## src/rtl/fetch_unit_if.sv

```systemverilog
// Signal bundle between the fetch unit and its surroundings: instruction-memory
// port, backend redirect and the decode-side valid/ready handshake.
interface fetch_unit_if #(
    parameter int unsigned DEPTH = 4
) ();
    localparam int unsigned OCC_W = $clog2(DEPTH + 1);

    logic              imem_read;
    logic [31:0]       imem_addr;
    logic              imem_resp;
    logic [31:0]       imem_rdata;

    logic              redirect;
    logic [31:0]       redirect_pc;

    logic              dec_valid;
    logic              dec_ready;
    logic [31:0]       dec_instr;
    logic [31:0]       dec_pc;
    logic [OCC_W-1:0]  occupancy;

    // The fetch unit drives requests and the decode head.
    modport master (
        output imem_read, imem_addr, dec_valid, dec_instr, dec_pc, occupancy,
        input  imem_resp, imem_rdata, redirect, redirect_pc, dec_ready
    );

    // Memory, backend and decode stage seen as one environment.
    modport slave (
        input  imem_read, imem_addr, dec_valid, dec_instr, dec_pc, occupancy,
        output imem_resp, imem_rdata, redirect, redirect_pc, dec_ready
    );
endinterface

```

## src/rtl/fetch_unit.sv

```systemverilog
// Instruction fetch: one outstanding word read, a small PC-tagged FIFO towards
// decode, and flush/restart on backend redirects.
module fetch_unit #(
    parameter int unsigned DEPTH    = 4,
    parameter logic [31:0] RESET_PC = 32'h6000_0000
) (
    input  logic         clk,
    input  logic         rst_n,
    fetch_unit_if.master bus
);
    localparam int unsigned PTR_W = $clog2(DEPTH);
    localparam int unsigned OCC_W = $clog2(DEPTH + 1);
    localparam logic [OCC_W-1:0] FULL      = OCC_W'(DEPTH);
    localparam logic [OCC_W-1:0] LAST_FREE = OCC_W'(DEPTH - 1);

    typedef enum logic [1:0] {
        IDLE,
        REQ,
        SQUASH
    } state_e;

    typedef struct packed {
        logic [31:0] pc;
        logic [31:0] instr;
    } entry_t;

    state_e           state_q, state_d;
    logic [31:0]      pc_q, pc_d;
    logic             imem_read_q, imem_read_d;
    logic [31:0]      imem_addr_q, imem_addr_d;

    entry_t           mem_q [DEPTH];
    entry_t           mem_d [DEPTH];
    logic [PTR_W-1:0] rd_ptr_q, rd_ptr_d;
    logic [PTR_W-1:0] wr_ptr_q, wr_ptr_d;
    logic [OCC_W-1:0] count_q, count_d;
    logic             dec_valid_q, dec_valid_d;
    entry_t           head_q, head_d;

    logic             push;
    logic             pop;
    logic [31:0]      redirect_target;

    assign redirect_target = bus.redirect_pc & 32'hFFFF_FFFC;

    // Request FSM. Credit checks use occupancy before this cycle's pop, so a
    // request is only ever issued when its returning word already has a slot.
    always_comb begin
        // NOTE: every comb output gets a default first so no path infers a latch.
        state_d     = state_q;
        pc_d        = pc_q;
        imem_read_d = imem_read_q;
        imem_addr_d = imem_addr_q;
        push        = 1'b0;

        unique case (state_q)
            IDLE: begin
                if (bus.redirect) begin
                    pc_d = redirect_target;
                end
                if (bus.redirect || (count_q < FULL)) begin
                    state_d     = REQ;
                    imem_read_d = 1'b1;
                    imem_addr_d = pc_d;
                end
            end

            REQ: begin
                if (bus.redirect) begin
                    pc_d = redirect_target;
                    if (bus.imem_resp) begin
                        imem_addr_d = redirect_target;
                    end else begin
                        state_d = SQUASH;
                    end
                end else if (bus.imem_resp) begin
                    push = 1'b1;
                    pc_d = pc_q + 32'd4;
                    if (count_q < LAST_FREE) begin
                        imem_addr_d = pc_d;
                    end else begin
                        state_d     = IDLE;
                        imem_read_d = 1'b0;
                    end
                end
            end

            SQUASH: begin
                // The stale request stays on the bus until memory answers it.
                if (bus.redirect) begin
                    pc_d = redirect_target;
                end
                if (bus.imem_resp) begin
                    state_d     = REQ;
                    imem_addr_d = pc_d;
                end
            end

            default: begin
                state_d     = IDLE;
                imem_read_d = 1'b0;
            end
        endcase
    end

    // FIFO bookkeeping; the next head is precomputed so decode sees flops only.
    always_comb begin
        pop      = dec_valid_q & bus.dec_ready & ~bus.redirect;
        mem_d    = mem_q;
        rd_ptr_d = rd_ptr_q;
        wr_ptr_d = wr_ptr_q;
        count_d  = count_q;

        if (bus.redirect) begin
            rd_ptr_d = '0;
            wr_ptr_d = '0;
            count_d  = '0;
        end else begin
            if (push) begin
                mem_d[wr_ptr_q] = '{pc: pc_q, instr: bus.imem_rdata};
                wr_ptr_d        = wr_ptr_q + PTR_W'(1);
            end
            if (pop) begin
                rd_ptr_d = rd_ptr_q + PTR_W'(1);
            end
            unique case ({push, pop})
                2'b10:   count_d = count_q + OCC_W'(1);
                2'b01:   count_d = count_q - OCC_W'(1);
                default: count_d = count_q;
            endcase
        end

        dec_valid_d = (count_d != '0);
        head_d      = dec_valid_d ? mem_d[rd_ptr_d] : '0;
    end

    // NOTE: sequential state uses non-blocking assignments so every flop sees pre-edge values.
    always_ff @(posedge clk) begin
        if (!rst_n) begin
            state_q     <= IDLE;
            pc_q        <= RESET_PC;
            imem_read_q <= 1'b0;
            imem_addr_q <= RESET_PC;
            rd_ptr_q    <= '0;
            wr_ptr_q    <= '0;
            count_q     <= '0;
            dec_valid_q <= 1'b0;
            head_q      <= '0;
        end else begin
            state_q     <= state_d;
            pc_q        <= pc_d;
            imem_read_q <= imem_read_d;
            imem_addr_q <= imem_addr_d;
            rd_ptr_q    <= rd_ptr_d;
            wr_ptr_q    <= wr_ptr_d;
            count_q     <= count_d;
            dec_valid_q <= dec_valid_d;
            head_q      <= head_d;
        end
    end

    // NOTE: the storage array is not reset; a slot is only read after a push, and head_q is cleared on reset.
    always_ff @(posedge clk) begin
        mem_q <= mem_d;
    end

    assign bus.imem_read = imem_read_q;
    assign bus.imem_addr = imem_addr_q;
    assign bus.dec_valid = dec_valid_q;
    assign bus.dec_instr = head_q.instr;
    assign bus.dec_pc    = head_q.pc;
    assign bus.occupancy = count_q;

    a_count_bound: assert property (@(posedge clk) disable iff (!rst_n)
        count_q <= FULL);

    a_addr_stable: assert property (@(posedge clk) disable iff (!rst_n)
        (imem_read_q && !bus.imem_resp) |=> $stable(imem_addr_q));

endmodule
```

## src/flat_wrapper.sv

```systemverilog
// flat-port wrapper written by rule: the top's interface ports become plain ports
module fetch_unit_flat 
#(
    parameter int unsigned DEPTH    = 4,
    parameter logic [31:0] RESET_PC = 32'h6000_0000
)
  (clk, rst_n, bus_imem_read, bus_imem_addr, bus_dec_valid, bus_dec_instr, bus_dec_pc, bus_occupancy, bus_imem_resp, bus_imem_rdata, bus_redirect, bus_redirect_pc, bus_dec_ready);
  fetch_unit_if #(.DEPTH(DEPTH)) bus_i ();
  input  logic clk;
  input  logic rst_n;
  output wire logic [$bits(bus_i.imem_read)-1:0] bus_imem_read;
  output wire logic [$bits(bus_i.imem_addr)-1:0] bus_imem_addr;
  output wire logic [$bits(bus_i.dec_valid)-1:0] bus_dec_valid;
  output wire logic [$bits(bus_i.dec_instr)-1:0] bus_dec_instr;
  output wire logic [$bits(bus_i.dec_pc)-1:0] bus_dec_pc;
  output wire logic [$bits(bus_i.occupancy)-1:0] bus_occupancy;
  input wire logic [$bits(bus_i.imem_resp)-1:0] bus_imem_resp;
  input wire logic [$bits(bus_i.imem_rdata)-1:0] bus_imem_rdata;
  input wire logic [$bits(bus_i.redirect)-1:0] bus_redirect;
  input wire logic [$bits(bus_i.redirect_pc)-1:0] bus_redirect_pc;
  input wire logic [$bits(bus_i.dec_ready)-1:0] bus_dec_ready;
  assign bus_imem_read = bus_i.imem_read;
  assign bus_imem_addr = bus_i.imem_addr;
  assign bus_dec_valid = bus_i.dec_valid;
  assign bus_dec_instr = bus_i.dec_instr;
  assign bus_dec_pc = bus_i.dec_pc;
  assign bus_occupancy = bus_i.occupancy;
  assign bus_i.imem_resp = bus_imem_resp;
  assign bus_i.imem_rdata = bus_imem_rdata;
  assign bus_i.redirect = bus_redirect;
  assign bus_i.redirect_pc = bus_redirect_pc;
  assign bus_i.dec_ready = bus_dec_ready;
  fetch_unit #(.DEPTH(DEPTH), .RESET_PC(RESET_PC)) u_core (.clk(clk), .rst_n(rst_n), .bus(bus_i));
endmodule
```

## config.mk

```make
export PLATFORM = sky130hd
export DESIGN_NAME = fetch_unit_flat
export DESIGN_NICKNAME = d
export VERILOG_FILES = /design/src/rtl/fetch_unit_if.sv /design/src/rtl/fetch_unit.sv /design/src/flat_wrapper.sv
export SDC_FILE = /design/constraint.sdc
export NUM_CORES = 1
export LEC_CHECK = 0
export ABC_AREA = 1
export CAP_MARGIN = 20
export CORE_MARGIN = 2
export CORE_UTILIZATION = 61
export CTS_BUF_LIST = sky130_fd_sc_hd__clkbuf_16
export DETAILED_ROUTE_END_ITERATION = 12
export GPL_ROUTABILITY_DRIVEN = 0
export PLACE_DENSITY = 0.94
export SLEW_MARGIN = 30
export SYNTH_ARGS = -nofsm -noshare
export SYNTH_HDL_FRONTEND = slang
export SYNTH_SLANG_ARGS = --single-unit
```

## constraint.sdc

```tcl
create_clock -name clk -period 5.5 [get_ports clk]
set_input_delay 1.375 -clock clk [delete_from_list [all_inputs] [get_ports clk]]
set_output_delay 1.375 -clock clk [all_outputs]
set_load 0.02 [all_outputs]
```

# Word level (Yosys, flattened, before mapping)
# Index checks and enable logic that the tools add are counted.
dict set report totals {
  regBits 395
  input_bits 69
  output_inout_bits 101
}
dict set report classes {
  addsub 5
  n_lt_le_gt_ge 5
  eq_ne 13
  muxes 38
  bitwise 7
  reduce_logical 13
}
# cell count
set ops {}
lappend ops {{2-to-1 mux 256 bit} 2}
lappend ops {{2-to-1 mux 32 bit} 9}
lappend ops {{bitwise mux 256 bit} 1}
lappend ops {{2-to-1 mux 64 bit} 3}
lappend ops {{binary-select mux 64 bit (select 2 bit)} 1}
lappend ops {{demux 64 bit (select 2 bit)} 1}
lappend ops {{case mux 32 bit (3 select lines)} 1}
lappend ops {{case mux 32 bit (2 select lines)} 1}
lappend ops {{adder 32 x 3 -> 32 bit, second input constant} 1}
lappend ops {{2-to-1 mux 2 bit} 8}
lappend ops {{AND reduction 5 bit} 3}
lappend ops {{inequality test 3 bit, second input constant} 3}
lappend ops {{inequality test 2 bit, second input constant} 4}
lappend ops {{2-to-1 mux 1 bit} 7}
lappend ops {{>= comparator 3 bit, second input constant} 2}
lappend ops {{NOT 2 -> 3 bit} 2}
lappend ops {{case mux 2 bit (3 select lines)} 1}
lappend ops {{case mux 3 bit (2 select lines)} 1}
lappend ops {{nonzero test 3 bit} 2}
lappend ops {{adder 2 x 1 -> 2 bit, second input constant} 2}
lappend ops {{== test 2 x 1 -> 1 bit, second input constant} 2}
lappend ops {{== test 2 bit, second input constant} 2}
lappend ops {{AND reduction 2 bit} 2}
lappend ops {{OR reduction 2 bit} 2}
lappend ops {{15 further kinds} 18}

# Longest topological paths before layout
dict set report logic_depth {
  ltp_word 11
  mapped_depth 14
}

# Worst setup path after synthesis
# Ideal clock, no wire load.
dict set report synth_path {
  kind {input to register}
  start {in bus_redirect}
  end {reg u_core.head_q, in the netlist u_core.bus.dec_instr[0]}
  setup_time_ps 132
  arrival_time_ps 3132
  required_time_ps 5368
  setup_slack_ps 2236
  cell_stages 13
  path_buffers 1
  cell_sequence {inv_2 > nand3_4 > ha_1 > fa_1 > nor2_1 > nor2_1 > nand2_1 > a21oi_1 > o21ai_0 > a21oi_1 > inv_2 > clkbuf_1 > a21oi_1}
}
dict set report synth_via {
  elab_chain_cells 8
  word_cells_on_any_way 18
  cone_classes {eq/ne: 2; mux: 11; bitwise: 3; reduce/logical: 2}
}
# item line
set synth_lines {}
lappend synth_lines {{start: declaration} flat_wrapper.sv:19} ;# input wire logic [$bits(bus_i.redirect)-1:0] bus_redirect;
lappend synth_lines {{parallel branches: the longest is 8 deep, another holds case mux 3 bit (2 select lines)} --}
lappend synth_lines {{end signal: assignment} fetch_unit.sv:148} ;# head_q <= '0;
lappend synth_lines {{end signal: assignment} fetch_unit.sv:158} ;# head_q <= head_d;
lappend synth_lines {{end: declaration} fetch_unit.sv:38} ;# entry_t head_q, head_d;
# Parallel ways; which one is timed is not known. The select of a mux whose other input is x is not followed.
# A chain may end at the register's enable or synchronous reset.

# Worst setup path in the final report
dict set report layout_path {
  start {reg u_core.state_q[0]}
  end {reg u_core.head_q, in the netlist u_core.bus.dec_pc[20]}
}
dict set report layout_via {
  elab_chain_cells 7
  word_cells_on_any_way 13
  cone_classes {eq/ne: 3; mux: 8; reduce/logical: 2}
}
# item line
set layout_lines {}
lappend layout_lines {{start: declaration} fetch_unit.sv:27} ;# state_e state_q, state_d;
lappend layout_lines {{start signal: assignment} fetch_unit.sv:150} ;# state_q <= state_d;
lappend layout_lines {{== test 2 x 1 -> 1 bit (*)} fetch_unit.sv:56} ;# unique case (state_q)
lappend layout_lines {{2-to-1 mux 1 bit (*)} fetch_unit.sv:56}
lappend layout_lines {{== test 2 x 1 -> 1 bit (tied with other cells)} fetch_unit.sv:126} ;# unique case ({push, pop})
lappend layout_lines {{case mux 3 bit (2 select lines) / 2-to-1 mux 256 bit (equally long branches)} {fetch_unit.sv:126, fetch_unit.sv:114}}
lappend layout_lines {{2-to-1 mux 3 bit / binary-select mux 64 bit (select 2 bit) (equally long branches)} {fetch_unit.sv:114, fetch_unit.sv:134}}
lappend layout_lines {{nonzero test 3 bit / 2-to-1 mux 64 bit (equally long branches)} {fetch_unit.sv:133, fetch_unit.sv:134}}
lappend layout_lines {{AND reduction 2 bit (no line) / 2-to-1 mux 64 bit (equally long branches)} --}
# Mark *: on every way between the ends. The rest lies on a longest branch, timed or not. The select of a mux whose other input is x is not followed.

==> results.md <==
GRT:
- For this run, the total global-route usage over all layers was measured as 33.6%.
- The initial antenna violation count is 0.
- The via count of the first global-routing pass is 16,600.
- The first global-routing pass estimated 79.5 mm of wire.
- The total overflow reported by the global router is 0.
- The largest net degree at the start of global routing is 129.

Clocking:
- Clock tree synthesis found a total of 395 sinks.
- The buffer count from post-CTS setup fixing is 0.
- The H-tree was split into 2 levels.
- The number of clock buffers added by TritonCTS is 39.
- Clock-pin slew was measured on the worst setup and hold paths at 60 ps.
- The count of instances resized after the clock tree is built is 0.
- The root buffer selected by CTS is sky130_fd_sc_hd__clkbuf_16.
- The cts-stage hold buffer count is 0.
- The clock latency reported for the late side of the worst-skew pair is 540 ps.
- The TritonCTS clock tree is done.
- The worst-case clock buffer depth is 3.

Final layout:
- 0 antenna diodes ended up in the layout.
- Of the cells placed in the final design, the portion with a size suffix greater than 1 is 3.86%.
- The fill cell instance count of the final layout is 1,960.
- For this run, the post-layout net count is 2,612.
- The growth of design area from synthesis to finish is 16.9%.

Timing:
- The worst-case headroom to the max-slew limit is 39.5%.
- At the pin with the least slew margin, the transition time is 908 ps.
- The worst path needs 4340 ps of the cycle, external delays included.
- The number of setup violations in the final report is 0.
- Setup repair after global routing left no endpoint under its margin.
- Timing would allow up to 230 MHz.
- The worst setup skew after layout is 12.1 ps.
- The number of hold-slack violations in the final timing report came to 0.
- The final setup TNS is 0 ps.
- The max-slew violation total from the final report is 0.
- Of the available clock period, the critical path in the final layout requires 78.9%.
- The worst hold slack is 441 ps.

Synth:
- The number of nets handed over by synthesis was 2,537.
- For this run, the leading register cell type out of synthesis is sky130_fd_sc_hd__dfxtp_1.
- A synthesized cell averages 6.83 sq um.
- By area the synthesized netlist is led by sky130_fd_sc_hd__dfxtp_1, sky130_fd_sc_hd__nand2_1, sky130_fd_sc_hd__nand3_1.
- The number of warning messages in the yosys log is 0.
- The number of flip-flops and latches in the synthesized netlist is 395.
- The share of the yosys chip area belonging to registers is 47.0%.
- After synthesis, the netlist uses 32 different library cells.
- The share of synthesized registers carrying an async set or reset is 0%.
- The mapped netlist covers 16,800 sq um.
- The count of flip-flops with a built-in enable after synthesis is 0.
- The cell with the most instances after synthesis is sky130_fd_sc_hd__nand2_1.
- The commonest cells after synthesis are sky130_fd_sc_hd__nand2_1, sky130_fd_sc_hd__dfxtp_1, sky130_fd_sc_hd__nand3_1.
- The share of the synthesized area in the top cell type is 47.0%.
- The synthesized design spends more area on one cell type than any other, namely sky130_fd_sc_hd__dfxtp_1.
- Counting every instance in the synthesized netlist gives 2,461.

Placed design:
- The count of buffers added on input and output ports is 167.
- The half-perimeter wire length after placement is 29.7 mm.

Pwr:
- The share of total power consumed by net switching is 27.7%.
- The clock network accounts for 37.4% of the total power.
- For this design the static power due to leakage is 8.92 nW.
- The worst supply voltage drop on vdd is 0.000236 V.
- The ratio of total power to cell area is 341 nW/um^2.
- Sequential cells account for 48.5% of the total power.
- For this design the total switching power over the nets is 0.00186 W.
- The logic gate share of total power is 14.1%.
- The cell internal power dissipation is 0.00485 W.

Die:
- The starting density of the core is 62.2%.
- The die outline area is 28,900 sq um.
- The width of the die is 170 um.
- The total area inside the core boundary comes to 27,000 sq um.
- The number of rows in the core area is 60.
- The vertical die dimension is 170 um.
- The top-level port count is 170.

Drt:
- The number of iterations in the first detailed-routing pass is 7.
- The via density per instance is 5.97.
- The number of DRC markers after the initial detailed-route iteration is 2,092.
- The remaining routing DRC violations is 0.
- The wire length after detailed routing is 49.6 mm.
- For this block, the via count after detailed routing is 17,300.
- The average wire per cell in the routed design is 17.1 um.
- The final antenna-violating net count is 0.

Run status:
- The run finished with clean final reports.

Critical path:
- The worst endpoint data arrival time is 4750 ps.
- The slowest stage of the critical path belongs to the cell sky130_fd_sc_hd__nor2_8.
- STA puts the critical path data required time at 5910 ps.
- The worst setup path is launched from a flip-flop.
- The largest stage delay on the critical path is 580 ps.
- The peak fanout along the critical path is 41.
- The critical path goes through buf_4 -> inv_2 -> nor2_8 -> nand3_4 -> ha_1 -> fa_1 -> nor2_1 -> nor2_1 -> nand2_1 -> a21oi_1 -> o21ai_0 -> a21oi_1 -> inv_2 -> buf_4 -> a21oi_1.
- For flop-to-flop paths, the worst setup slack is 1160 ps.
- Among the stages of the critical path, the cell type that occurs most often is sky130_fd_sc_hd__a21oi_1.
- The start-to-end type of the worst setup path is flip-flop to flip-flop.
- The capturing element type of the critical path is a flip-flop.

Hold path:
- The class of the tightest hold or removal check is flip-flop to flip-flop.

Job:
- Max-cap violations in this run came to 0.
==> kinds of logic (layout without fill, tap and decap cells) <==
| logic type | Yosys count | count (layout) | share of synthesized area, % |
|---|---|---|---|
| adder cells (fa/ha/maj) | 7 | 7 | 0.565 |
| flip-flops | 395 | 395 | 47.0 |
| AND/OR/NAND/NOR | 1533 | 1533 | 37.6 |
| XOR/XNOR | 2 | 2 | 0.104 |
| buffers and inverters | 237 | 338 | 6.03 |
| AO/OA/AOI/OAI | 287 | 287 | 8.68 |
==> area by class of cell <==
cell class	count	area [sq um]	area share [%]
flip-flops and latches	395	7910	40.2
well taps	341	427	2.17
clock buffers	39	976	4.96
repair buffers	193	1910	9.72
inverters	78	295	1.50
clock inverters	28	210	1.07
multi-input cells	1829	7940	40.4
==> per-stage QoR <==
| step | utilization [%] | area [sq um] | std cells | total power (W) | setup slack [ps] |
|---|---|---|---|---|---|
| 2_1_floorplan | - | 16800 | 2461 | 0.00388 | 2240 |
| 3_3_place_gp | 68.4 | 18500 | 2836 | 0.00416 | 1080 |
| 3_5_place_dp | 68.4 | 18500 | 2836 | 0.00421 | 980 |
| 4_1_cts | 72.8 | 19700 | 2903 | 0.00669 | 1330 |
| 5_1_grt | 72.8 | 19700 | 2903 | 0.00695 | 1040 |
| 6_report | 72.8 | 19700 | 2903 | 0.00671 | 1160 |
==> cells in the final DEF (no fill, tap or decap), drive strengths merged <==
master / netlist / layout
a211oi: 1 / 1
a21boi: 2 / 2
a21oi: 164 / 164
a31oi: 2 / 2
and2: 1 / 1
buf: 67 / 27
bufinv: 0 / 2
clkbuf: 92 / 39
clkdlybuf4s50: 0 / 166
clkinv: 0 / 17
dfxtp: 395 / 395
fa: 1 / 1
ha: 6 / 6
inv: 78 / 87
nand2: 1027 / 1027
nand3: 379 / 379
nand3b: 2 / 2
nand4: 10 / 10
nor2: 106 / 106
nor3: 7 / 7
o211ai: 4 / 4
o21a: 1 / 1
o21ai: 112 / 112
o22ai: 1 / 1
or2: 1 / 1
xor2: 2 / 2
==> power by group through the flow <==
stage	sequential, W	combinational [W]	clock (W)
6_report	0.00326	0.000943	0.00251
5_1_grt	0.00327	0.00104	0.00264
4_1_cts	0.00325	0.000922	0.00252
3_5_place_dp	0.00331	0.000907	0
3_3_place_gp	0.00330	0.000860	0
2_1_floorplan	0.00330	0.000587	0
==> flip-flops by register name, summed over array words and instances, names as in the netlist <==
register	flops
u_core.bus.dec_instr	32
u_core.mem_q	256
u_core.bus.imem_read	1
u_core.bus.imem_addr	32
u_core.pc_q	32
u_core.rd_ptr_q	2
u_core.bus.dec_pc	32
u_core.state_q	2
u_core.wr_ptr_q	2
u_core.bus.occupancy	3
u_core.bus.dec_valid	1
==> path summary, 6_finish.rpt <==
kind,to,cells after the start,start
max,u_core.bus.dec_pc[20],15,u_core.state_q[0]
min,u_core.mem_q[182],2,u_core.mem_q[182]
max reg2reg,u_core.bus.dec_pc[20],15,u_core.state_q[0]
min reg2reg,u_core.mem_q[182],2,u_core.mem_q[182]
==> worst max-delay path, delay by kind of cell (launching register included) <==
family,cells,cell delay [ps]
buffers and inverters,4,1550
and+or+nand+nor,5,1130
adders and majority gates,2,740
AOI/OAI and AO/OA,4,480
DFF,1,300
==> metal layers <==
metal / vias to the layer above / wire length (um) / share of wire [%] / GRT usage [%]
li1: 8115 / - / - / -
met3: 195 / 5830 / 12 / 5.63
met5: - / 0 / 0 / 0
met4: 0 / 1920 / 3.9 / 16.2
met2: 1169 / 23000 / 46 / 56.3
met1: 7856 / 18800 / 38 / 42.2
(Power assumes the default switching activity.)
